===== src/rtl/button_bank_debouncer_pkg.sv =====
// Shared defaults and board constants for the button bank debouncer.
// Optional auto-repeat is enabled by defining BTN_BANK_AUTO_REPEAT_EN.
package btn_bank_pkg;

    localparam int DEF_N_CH          = 5;
    localparam int DEF_SYNC_STAGES   = 2;
    localparam int DEF_CNT_W         = 20;
    localparam int DEF_STABLE_CYCLES = 50000;
    localparam int DEF_REPEAT_DELAY  = 500000;
    localparam int DEF_REPEAT_PERIOD = 100000;

    // Channels 0..3 are wired active-low on the board, channel 4 active-high.
    localparam logic [4:0] BOARD_BTN_INVERT_MASK = 5'b01111;

    function automatic bit fits_counter(input longint value, input int width);
        return (value >= 0) && (value < (longint'(1) << width));
    endfunction

endpackage


===== src/rtl/button_bank_debouncer_if.sv =====
// Pin-side and event-side signals of the button bank debouncer.
// master = debouncer (drives levels and strobes), slave = board/consumer side.
interface button_bank_debouncer_if
    import btn_bank_pkg::*;
#(
    parameter int N_CH = DEF_N_CH
);

    logic [N_CH-1:0] Input;
    logic [N_CH-1:0] Output;
    logic [N_CH-1:0] PressPulse;
    logic [N_CH-1:0] ReleasePulse;
    logic [N_CH-1:0] RepeatPulse;
    logic            AnyPress;

    modport master (
        input  Input,
        output Output, PressPulse, ReleasePulse, RepeatPulse, AnyPress
    );

    modport slave (
        output Input,
        input  Output, PressPulse, ReleasePulse, RepeatPulse, AnyPress
    );

endinterface


===== src/rtl/button_bank_debouncer_ch.sv =====
// One debounce channel: synchroniser, polarity fix, stability counter, strobes.
// Auto-repeat counter is built only when BTN_BANK_AUTO_REPEAT_EN is defined.
module button_debounce_ch
    import btn_bank_pkg::*;
#(
    parameter int SYNC_STAGES   = DEF_SYNC_STAGES,
    parameter int CNT_W         = DEF_CNT_W,
    parameter int STABLE_CYCLES = DEF_STABLE_CYCLES,
    parameter bit INVERT        = 1'b0,
    parameter int REPEAT_DELAY  = DEF_REPEAT_DELAY,
    parameter int REPEAT_PERIOD = DEF_REPEAT_PERIOD
) (
    input  logic clk,
    input  logic rst,
    input  logic pin,
    output logic level,
    output logic press_pulse,
    output logic release_pulse,
    output logic repeat_pulse,
    output logic press_next
);

    if (SYNC_STAGES < 2) begin : g_bad_sync
        $error("SYNC_STAGES must be >= 2");
    end
    if (STABLE_CYCLES < 1 || !fits_counter(longint'(STABLE_CYCLES), CNT_W)) begin : g_bad_stable
        $error("STABLE_CYCLES must be in 1..2^CNT_W-1");
    end
    if (REPEAT_DELAY < 1 || !fits_counter(longint'(REPEAT_DELAY), CNT_W)) begin : g_bad_delay
        $error("REPEAT_DELAY must be in 1..2^CNT_W-1");
    end
    if (REPEAT_PERIOD < 1 || !fits_counter(longint'(REPEAT_PERIOD), CNT_W)) begin : g_bad_period
        $error("REPEAT_PERIOD must be in 1..2^CNT_W-1");
    end

    logic [SYNC_STAGES-1:0] sync_q;
    logic [CNT_W-1:0]       cnt_q, cnt_d;
    logic                   level_q;
    logic                   s;
    logic                   flip;

    // Reset loads the inactive pin level so an active-low pin reads as released.
    always_ff @(posedge clk) begin
        if (rst) sync_q <= {SYNC_STAGES{INVERT}};
        else     sync_q <= {sync_q[SYNC_STAGES-2:0], pin};
    end

    assign s = sync_q[SYNC_STAGES-1] ^ INVERT;

    always_comb begin
        // NOTE: every comb output gets a default first, so no path can infer a latch.
        cnt_d = '0;
        flip  = 1'b0;
        if (s != level_q) begin
            if (cnt_q == CNT_W'(STABLE_CYCLES - 1)) flip  = 1'b1;
            else                                    cnt_d = cnt_q + CNT_W'(1);
        end
    end

    assign press_next = flip & s;

    always_ff @(posedge clk) begin
        // NOTE: sequential state uses non-blocking assignment so all flops sample pre-edge values.
        if (rst) begin
            level_q       <= 1'b0;
            cnt_q         <= '0;
            press_pulse   <= 1'b0;
            release_pulse <= 1'b0;
        end else begin
            level_q       <= flip ? s : level_q;
            cnt_q         <= cnt_d;
            press_pulse   <= flip & s;
            release_pulse <= flip & ~s;
        end
    end

    assign level = level_q;

`ifdef BTN_BANK_AUTO_REPEAT_EN
    logic [CNT_W-1:0] rc_q;
    logic             armed_q;
    logic             rep_q;
    logic             level_d;
    logic [CNT_W-1:0] rc_target;

    assign level_d   = flip ? s : level_q;
    assign rc_target = armed_q ? CNT_W'(REPEAT_PERIOD - 1) : CNT_W'(REPEAT_DELAY - 1);

    // A new press restarts the delay; a release clears it in the same edge.
    always_ff @(posedge clk) begin
        if (rst || !level_d || press_next) begin
            rc_q    <= '0;
            armed_q <= 1'b0;
            rep_q   <= 1'b0;
        end else if (rc_q == rc_target) begin
            rc_q    <= '0;
            armed_q <= 1'b1;
            rep_q   <= 1'b1;
        end else begin
            rc_q    <= rc_q + CNT_W'(1);
            rep_q   <= 1'b0;
        end
    end

    assign repeat_pulse = rep_q;
`else
    assign repeat_pulse = 1'b0;
`endif

endmodule


===== src/rtl/button_bank_debouncer.sv =====
// N-channel button debouncer with press/release strobes and registered AnyPress.
// Define BTN_BANK_AUTO_REPEAT_EN to build the per-channel auto-repeat strobes.
module button_bank_debouncer
    import btn_bank_pkg::*;
#(
    parameter int              N_CH          = DEF_N_CH,
    parameter int              SYNC_STAGES   = DEF_SYNC_STAGES,
    parameter int              CNT_W         = DEF_CNT_W,
    parameter int              STABLE_CYCLES = DEF_STABLE_CYCLES,
    parameter logic [N_CH-1:0] INVERT_MASK   = N_CH'(BOARD_BTN_INVERT_MASK),
    parameter int              REPEAT_DELAY  = DEF_REPEAT_DELAY,
    parameter int              REPEAT_PERIOD = DEF_REPEAT_PERIOD
) (
    input  logic                    Clk,
    input  logic                    Reset,
    button_bank_debouncer_if.master bus
);

    logic [N_CH-1:0] level_w;
    logic [N_CH-1:0] press_w;
    logic [N_CH-1:0] release_w;
    logic [N_CH-1:0] repeat_w;
    logic [N_CH-1:0] press_next_w;
    logic            any_press_q;

    for (genvar i = 0; i < N_CH; i++) begin : g_ch
        button_debounce_ch #(
            .SYNC_STAGES  (SYNC_STAGES),
            .CNT_W        (CNT_W),
            .STABLE_CYCLES(STABLE_CYCLES),
            .INVERT       (INVERT_MASK[i]),
            .REPEAT_DELAY (REPEAT_DELAY),
            .REPEAT_PERIOD(REPEAT_PERIOD)
        ) u_ch (
            .clk          (Clk),
            .rst          (Reset),
            .pin          (bus.Input[i]),
            .level        (level_w[i]),
            .press_pulse  (press_w[i]),
            .release_pulse(release_w[i]),
            .repeat_pulse (repeat_w[i]),
            .press_next   (press_next_w[i])
        );
    end

    // Registered from the same next-state terms as PressPulse, so both rise together.
    always_ff @(posedge Clk) begin
        if (Reset) any_press_q <= 1'b0;
        else       any_press_q <= |press_next_w;
    end

    assign bus.Output       = level_w;
    assign bus.PressPulse   = press_w;
    assign bus.ReleasePulse = release_w;
    assign bus.RepeatPulse  = repeat_w;
    assign bus.AnyPress     = any_press_q;

endmodule


===== src/flat_wrapper.sv =====
// flat-port wrapper written by rule: the top's interface ports become plain ports
module button_bank_debouncer_flat import btn_bank_pkg::*;
#(
    parameter int              N_CH          = DEF_N_CH,
    parameter int              SYNC_STAGES   = DEF_SYNC_STAGES,
    parameter int              CNT_W         = DEF_CNT_W,
    parameter int              STABLE_CYCLES = DEF_STABLE_CYCLES,
    parameter logic [N_CH-1:0] INVERT_MASK   = N_CH'(BOARD_BTN_INVERT_MASK),
    parameter int              REPEAT_DELAY  = DEF_REPEAT_DELAY,
    parameter int              REPEAT_PERIOD = DEF_REPEAT_PERIOD
)
  (Clk, Reset, bus_Input, bus_Output, bus_PressPulse, bus_ReleasePulse, bus_RepeatPulse, bus_AnyPress);
  button_bank_debouncer_if #(.N_CH(N_CH)) bus_i ();
  input  logic Clk;
  input  logic Reset;
  input wire logic [$bits(bus_i.Input)-1:0] bus_Input;
  output wire logic [$bits(bus_i.Output)-1:0] bus_Output;
  output wire logic [$bits(bus_i.PressPulse)-1:0] bus_PressPulse;
  output wire logic [$bits(bus_i.ReleasePulse)-1:0] bus_ReleasePulse;
  output wire logic [$bits(bus_i.RepeatPulse)-1:0] bus_RepeatPulse;
  output wire logic [$bits(bus_i.AnyPress)-1:0] bus_AnyPress;
  assign bus_i.Input = bus_Input;
  assign bus_Output = bus_i.Output;
  assign bus_PressPulse = bus_i.PressPulse;
  assign bus_ReleasePulse = bus_i.ReleasePulse;
  assign bus_RepeatPulse = bus_i.RepeatPulse;
  assign bus_AnyPress = bus_i.AnyPress;
  button_bank_debouncer #(.N_CH(N_CH), .SYNC_STAGES(SYNC_STAGES), .CNT_W(CNT_W), .STABLE_CYCLES(STABLE_CYCLES), .INVERT_MASK(INVERT_MASK), .REPEAT_DELAY(REPEAT_DELAY), .REPEAT_PERIOD(REPEAT_PERIOD)) u_core (.Clk(Clk), .Reset(Reset), .bus(bus_i));
endmodule

===== config.mk =====
export PLATFORM = sky130hd
export DESIGN_NAME = button_bank_debouncer_flat
export DESIGN_NICKNAME = d
export VERILOG_FILES = /design/src/rtl/button_bank_debouncer_pkg.sv /design/src/rtl/button_bank_debouncer_if.sv /design/src/rtl/button_bank_debouncer_ch.sv /design/src/rtl/button_bank_debouncer.sv /design/src/flat_wrapper.sv
export SDC_FILE = /design/constraint.sdc
export NUM_CORES = 1
export LEC_CHECK = 0
export CAP_MARGIN = 15
export CORE_MARGIN = 2
export CORE_UTILIZATION = 41
export CTS_CLUSTER_DIAMETER = 200
export DETAILED_ROUTE_END_ITERATION = 12
export GPL_TIMING_DRIVEN = 0
export SYNTH_ARGS = -nofsm -noshare
export SYNTH_HDL_FRONTEND = slang
export SYNTH_SLANG_ARGS = --single-unit
export TNS_END_PERCENT = 20

===== constraint.sdc =====
create_clock -name Clk -period 4.75 [get_ports Clk]
set_input_delay 0.475 -clock Clk [delete_from_list [all_inputs] [get_ports Clk]]
set_output_delay 0.475 -clock Clk [all_outputs]
set_load 0.05 [all_outputs]

== After elaboration in Yosys (flattened, before gate mapping) ==
Index checks and enable logic that the tools add are counted.

* Bits of input ports: 7
* Output and inout port bits: 21
* Register bits: 126
* Logic and storage cells: 77

* Muxes and demuxes: 10
* Reduce and logical (&&, ||, !) cells: 6
* $add $sub $neg: 5
* Equality and inequality tests: 10
* Bitwise operators: 20

{| class="wikitable"
|+ Operators with widths
! operator !! count
|-
| $add 20x1->20 const B || 5
|-
| $eq 20x16->1 const B || 5
|-
| $reduce_or 3->1 || 5
|-
| $and 1x1->1 || 10
|-
| $mux 1 || 10
|-
| $not 1->1 || 10
|-
| $ne 1x1->1 || 5
|-
| $reduce_or 5->1 || 1
|}

== Longest topological paths before layout ==
* Word-level depth: 5
* Gate-level depth with buffers: 7

== Modules after synthesis ==
Synthesis repeated with hierarchy kept, for this count alone.

* Cells, all modules: 603
* Area total of the unflattened synthesis: 5562.8 µm²

{| class="wikitable"
|+ Modules (own cells, without submodules)
! module !! sequential area each (µm²) !! instances !! area an instance (µm²) !! cells an instance
|-
| button_debounce_ch (u_core.g_ch[0].u_ch ...) || 500.5 || 4 || 1102.3 || 119
|-
| button_debounce_ch (u_core.g_ch[4].u_ch) || 500.5 || 1 || 1119.8 || 123
|-
| button_bank_debouncer || 20.0 || 1 || 33.8 || 4
|}

== Worst setup path before layout ==
OpenSTA, ideal clock, no wires.

* Path kind: reg2reg
* From: reg u_core.g_ch[2].u_ch.cnt_q[0]
* To: reg u_core.g_ch[2].u_ch.cnt_q[10]
* Arrival time: 1.848 ns
* Required time: 4.633 ns
* Slack: 2.785 ns
* Period minus slack after synthesis: 1.965 ns
* Cell stages (with the launch flop): 7
* Setup time: 0.117 ns
* Cells stage by stage: dfxtp_1 ha_1 nand3_1 nor4bb_1 a221o_1 buf_2 nor2_1

* Word-level cells in the longest chain between the ends: 2
* Elaborated cells between the ends (all ways): 3
* Those cells by class: 1 x add/sub; 1 x eq/ne; 1 x reduce/logical

{| class="wikitable"
|+ RTL lines
! item !! line !! source
|-
| start: declaration || button_bank_debouncer_ch.sv:37 || <nowiki>logic [CNT_W-1:0] cnt_q, cnt_d;</nowiki>
|-
| start signal: assignment || button_bank_debouncer_ch.sv:71 || <nowiki>cnt_q <= cnt_d;</nowiki>
|-
| parallel branches: the longest is 2 deep, another holds $add 20x1->20 || - ||
|}

Several ways; the timed one is not identified.
A chain may end at the register's enable or synchronous reset.

== Worst setup path after layout ==
* From: reg u_core.g_ch[2].u_ch.cnt_q[0]
* To: reg u_core.g_ch[2].u_ch.cnt_q[19]

Same word-level chain as after synthesis.

==> flow_summary_export.csv <==
group,metric,value,unit
run_status,status,"completed",
clocking,cts_hold_buf,0,
layout,area_growth,18.2,%
die,die_x,121,um
worst_setup_path,critPathKind,"reg2reg",
clocking,ctsLongestPathBuffers,2,
sta,setup_viol,0,
global_routing,grt_max_degree,17,
clocking,cts_buffers,17,
synth,ys_seq_area_share,45.3,%
die,start_util,42.1,%
sta,fmax,393,MHz
hold_path,hold_class,"reg2reg",
synth,synth-seq-cells,126,
global_routing,overflow,0,
sta,finClkSkew,0.00666,ns
worst_setup_path,endpoint_kind,"flip-flop",
sta,finalSetupTns,0,ns
sta,slew_headroom,31.4,%
die,rows,42,
placed_design,dp_cells,836,
synth,synthArstFlopShare,0,%
die,die_h,121,um
die,core,13200,um^2
synth,synth_edf_count,0,
drt,routedWlPerCell,13.4,um
global_routing,grt_pass1_wl,19900,um
synth,syn_area_per_cell,8.79,um^2
worst_setup_path,cp-start-kind,"flip-flop",
layout,diodes,0,
sta,hold_viol,0,
drt,drt_wl_total,11700,um
sta,rsz0062_at_grt,"false",
layout,nets,691,
run,cap_violations,0,
sta,slew_viol_final,0,
layout,layout.cells.non_filler,868,
layout,drive_gt1_share,11.3,%
drt,vias,4552,
pwr,leakagePower,2.14,nW
sta,fin_crit_sh,53.6,%
pwr,ir_drop,0.230,mV
worst_setup_path,critical_path_arrival,2.83,ns
clocking,cts-root-buf,"clkbuf_16",
global_routing,grt_usage,17.1,%
drt,drc,0,
drt,routed_via_density,5.24,
drt,first_pass_iters,4,
sta,tightestPinTransition,1.01,ns
synth,synth-main-ff-cell,"dfxtp_1",
die,num_io_pins,28,
clocking,h-tree-depth,4,
global_routing,antenna_found_initial,0,
die,die_area,14500,um^2
synth,synthesis.area,5570,um^2
worst_setup_path,crit_required,5.03,ns
global_routing,grt_pass1_vias,4315,
drt,antenna_left,0,
clocking,cts_setup_buffers,0,
synth,yosysUniqueCellTypes,45,
clocking,cts_tree,"yes",
clocking,clock-sinks,126,
placed_design,place.gp.congestion,0.815,
synth,yosys_warnings,0,
worst_setup_path,crit_fanout,10,
placed_design,io_buffers,22,
pwr,power_density,349,nW/um^2
clocking,clkTransAtPathRegs,0.06,ns
placed_design,place_hpwl,8310,um
layout,final_core_util,49.7,%
drt,drt_iter0_markers,360,
clocking,cts_resized,0,
sta,layout_min_cycle_time,2.54,ns
synth,synthCells,634,
clocking,clock_latency,0.41,ns
metal layers:
layer	track usage (%)	routed length (um)
met1	21.5	5500
met2	27.8	5640
met3	4.53	381
met4	7.27	134
met5	0	0
sequential cells by signal, indices dropped and copies added, names as in the netlist:
name                            cells
u_core.g_ch.u_ch.cnt_q            100
u_core.bus.AnyPress                 1
u_core.g_ch.u_ch.sync_q            10
u_core.g_ch.u_ch.release_pulse      5
u_core.g_ch.u_ch.press_pulse        5
u_core.g_ch.u_ch.level              5
cells by family (layout without fill, tap and decap cells):
family | Yosys count | count (layout) | share of synthesized area (%)
adder cells (fa/ha/maj) | 5 | 5 | 1.12
XOR/XNOR | 63 | 63 | 9.90
AO/OA/AOI/OAI | 74 | 74 | 7.77
other | 1 | 5 | 0.0673
AND/OR/NAND/NOR | 312 | 312 | 30.7
flip-flops | 126 | 126 | 45.3
buffers and inverters | 53 | 107 | 5.21
where the power goes:
part | leakage (nW) | switching, mW | internal, mW
sequential | 1.02 | 0.00292 | 1.06
combinational | 0.838 | 0.0250 | 0.0140
clock | 0.286 | 0.436 | 0.758
total | 2.14 | 0.464 | 1.84
Yosys cell counts (3+ instances only):
cell type / number / share of area (%)
nor4_1: 16 / 1.8
ha_1: 5 / 1.1
o21ai_0: 20 / 1.8
and4_1: 9 / 1.4
nand2_1: 37 / 2.5
or2_2: 14 / 1.6
or4_1: 16 / 2.2
nor2_1: 80 / 5.4
nor3_1: 15 / 1.3
or3_1: 23 / 2.6
clkbuf_1: 14 / 0.94
and2_1: 4 / 0.45
and3_1: 15 / 1.7
xor2_1: 32 / 5.0
dfxtp_1: 126 / 45
xnor2_1: 31 / 4.9
a21oi_1: 35 / 3.1
nand3_1: 31 / 2.8
nor4b_1: 3 / 0.47
o31ai_1: 8 / 1.1
nor4bb_1: 3 / 0.54
nand4_1: 32 / 3.6
buf_2: 4 / 0.36
buf_4: 21 / 2.8
inv_1: 13 / 0.88
worst max-delay path: stages, from the launching register on:
cell and delay, ns:
dfxtp_1 0.38, ha_1 0.20, nand3_1 0.25, nor4bb_1 0.93, a221o_1 0.33, buf_2 0.24, a21oi_1 0.08
stage by stage:
stage	power [mW]	cell area (um^2)	hold slack [ns]	setup slack [ns]
2_1_floorplan	1.11	5590	0.389	2.79
3_3_place_gp	1.13	6030	0.394	2.33
3_5_place_dp	1.13	6030	0.392	2.27
4_1_cts	2.33	6590	0.405	2.24
5_1_grt	2.38	6590	0.419	2.02
6_report	2.30	6590	0.405	2.21
cells in the final DEF (no fill, tap or decap), types with 3 or more instances in the layout:
master and instances:
clkbuf_1 16, nand3_1 31, o21ai_0 20, nor4_1 16, dfxtp_1 126, nor4bb_1 3
and2_1 4, clkdlybuf4s50_1 22, clkbuf_8 7, or2_2 14, conb_1 5, nor4b_1 3
ha_1 5, and3_1 15, nand2_1 37, nor2_1 80, inv_1 13, xnor2_1 31
o31ai_1 8, buf_4 21, clkinv_2 6, and4_1 9, xor2_1 32, or4_1 16
a21oi_1 35, buf_2 4, nor3_1 15, clkbuf_16 17, nand4_1 32, or3_1 23
worst paths after layout:
| kind | startpoint | endpoint | slack (ns) | depth (start not counted) |
|---|---|---|---|---|
| setup / recovery | u_core.g_ch[2].u_ch.cnt_q[0]$_SDFF_PP0_ | u_core.g_ch[2].u_ch.cnt_q[19]$_SDFF_PP0_ | 2.21 | 6 |
| hold / removal | u_core.g_ch[0].u_ch.sync_q[0]$_SDFF_PP1_ | u_core.g_ch[0].u_ch.sync_q[1]$_SDFF_PP1_ | 0.40 | 1 |
| setup reg to reg | u_core.g_ch[2].u_ch.cnt_q[0]$_SDFF_PP0_ | u_core.g_ch[2].u_ch.cnt_q[19]$_SDFF_PP0_ | 2.21 | 6 |
| hold reg to reg | u_core.g_ch[0].u_ch.sync_q[0]$_SDFF_PP1_ | u_core.g_ch[0].u_ch.sync_q[1]$_SDFF_PP1_ | 0.40 | 1 |
layout make-up:
class | count | area (um^2)
Fill cell | 1284 | 6660
Multi-Input combinational cell | 459 | 2770
Sequential cell | 126 | 2520
Clock buffer | 26 | 529
Buffer | 40 | 241
Timing Repair Buffer | 22 | 220
Tap cell | 176 | 220
Inverter | 13 | 48.8
Clock inverter | 6 | 30.0
No activity file was read; power rests on OpenSTA's default activity.
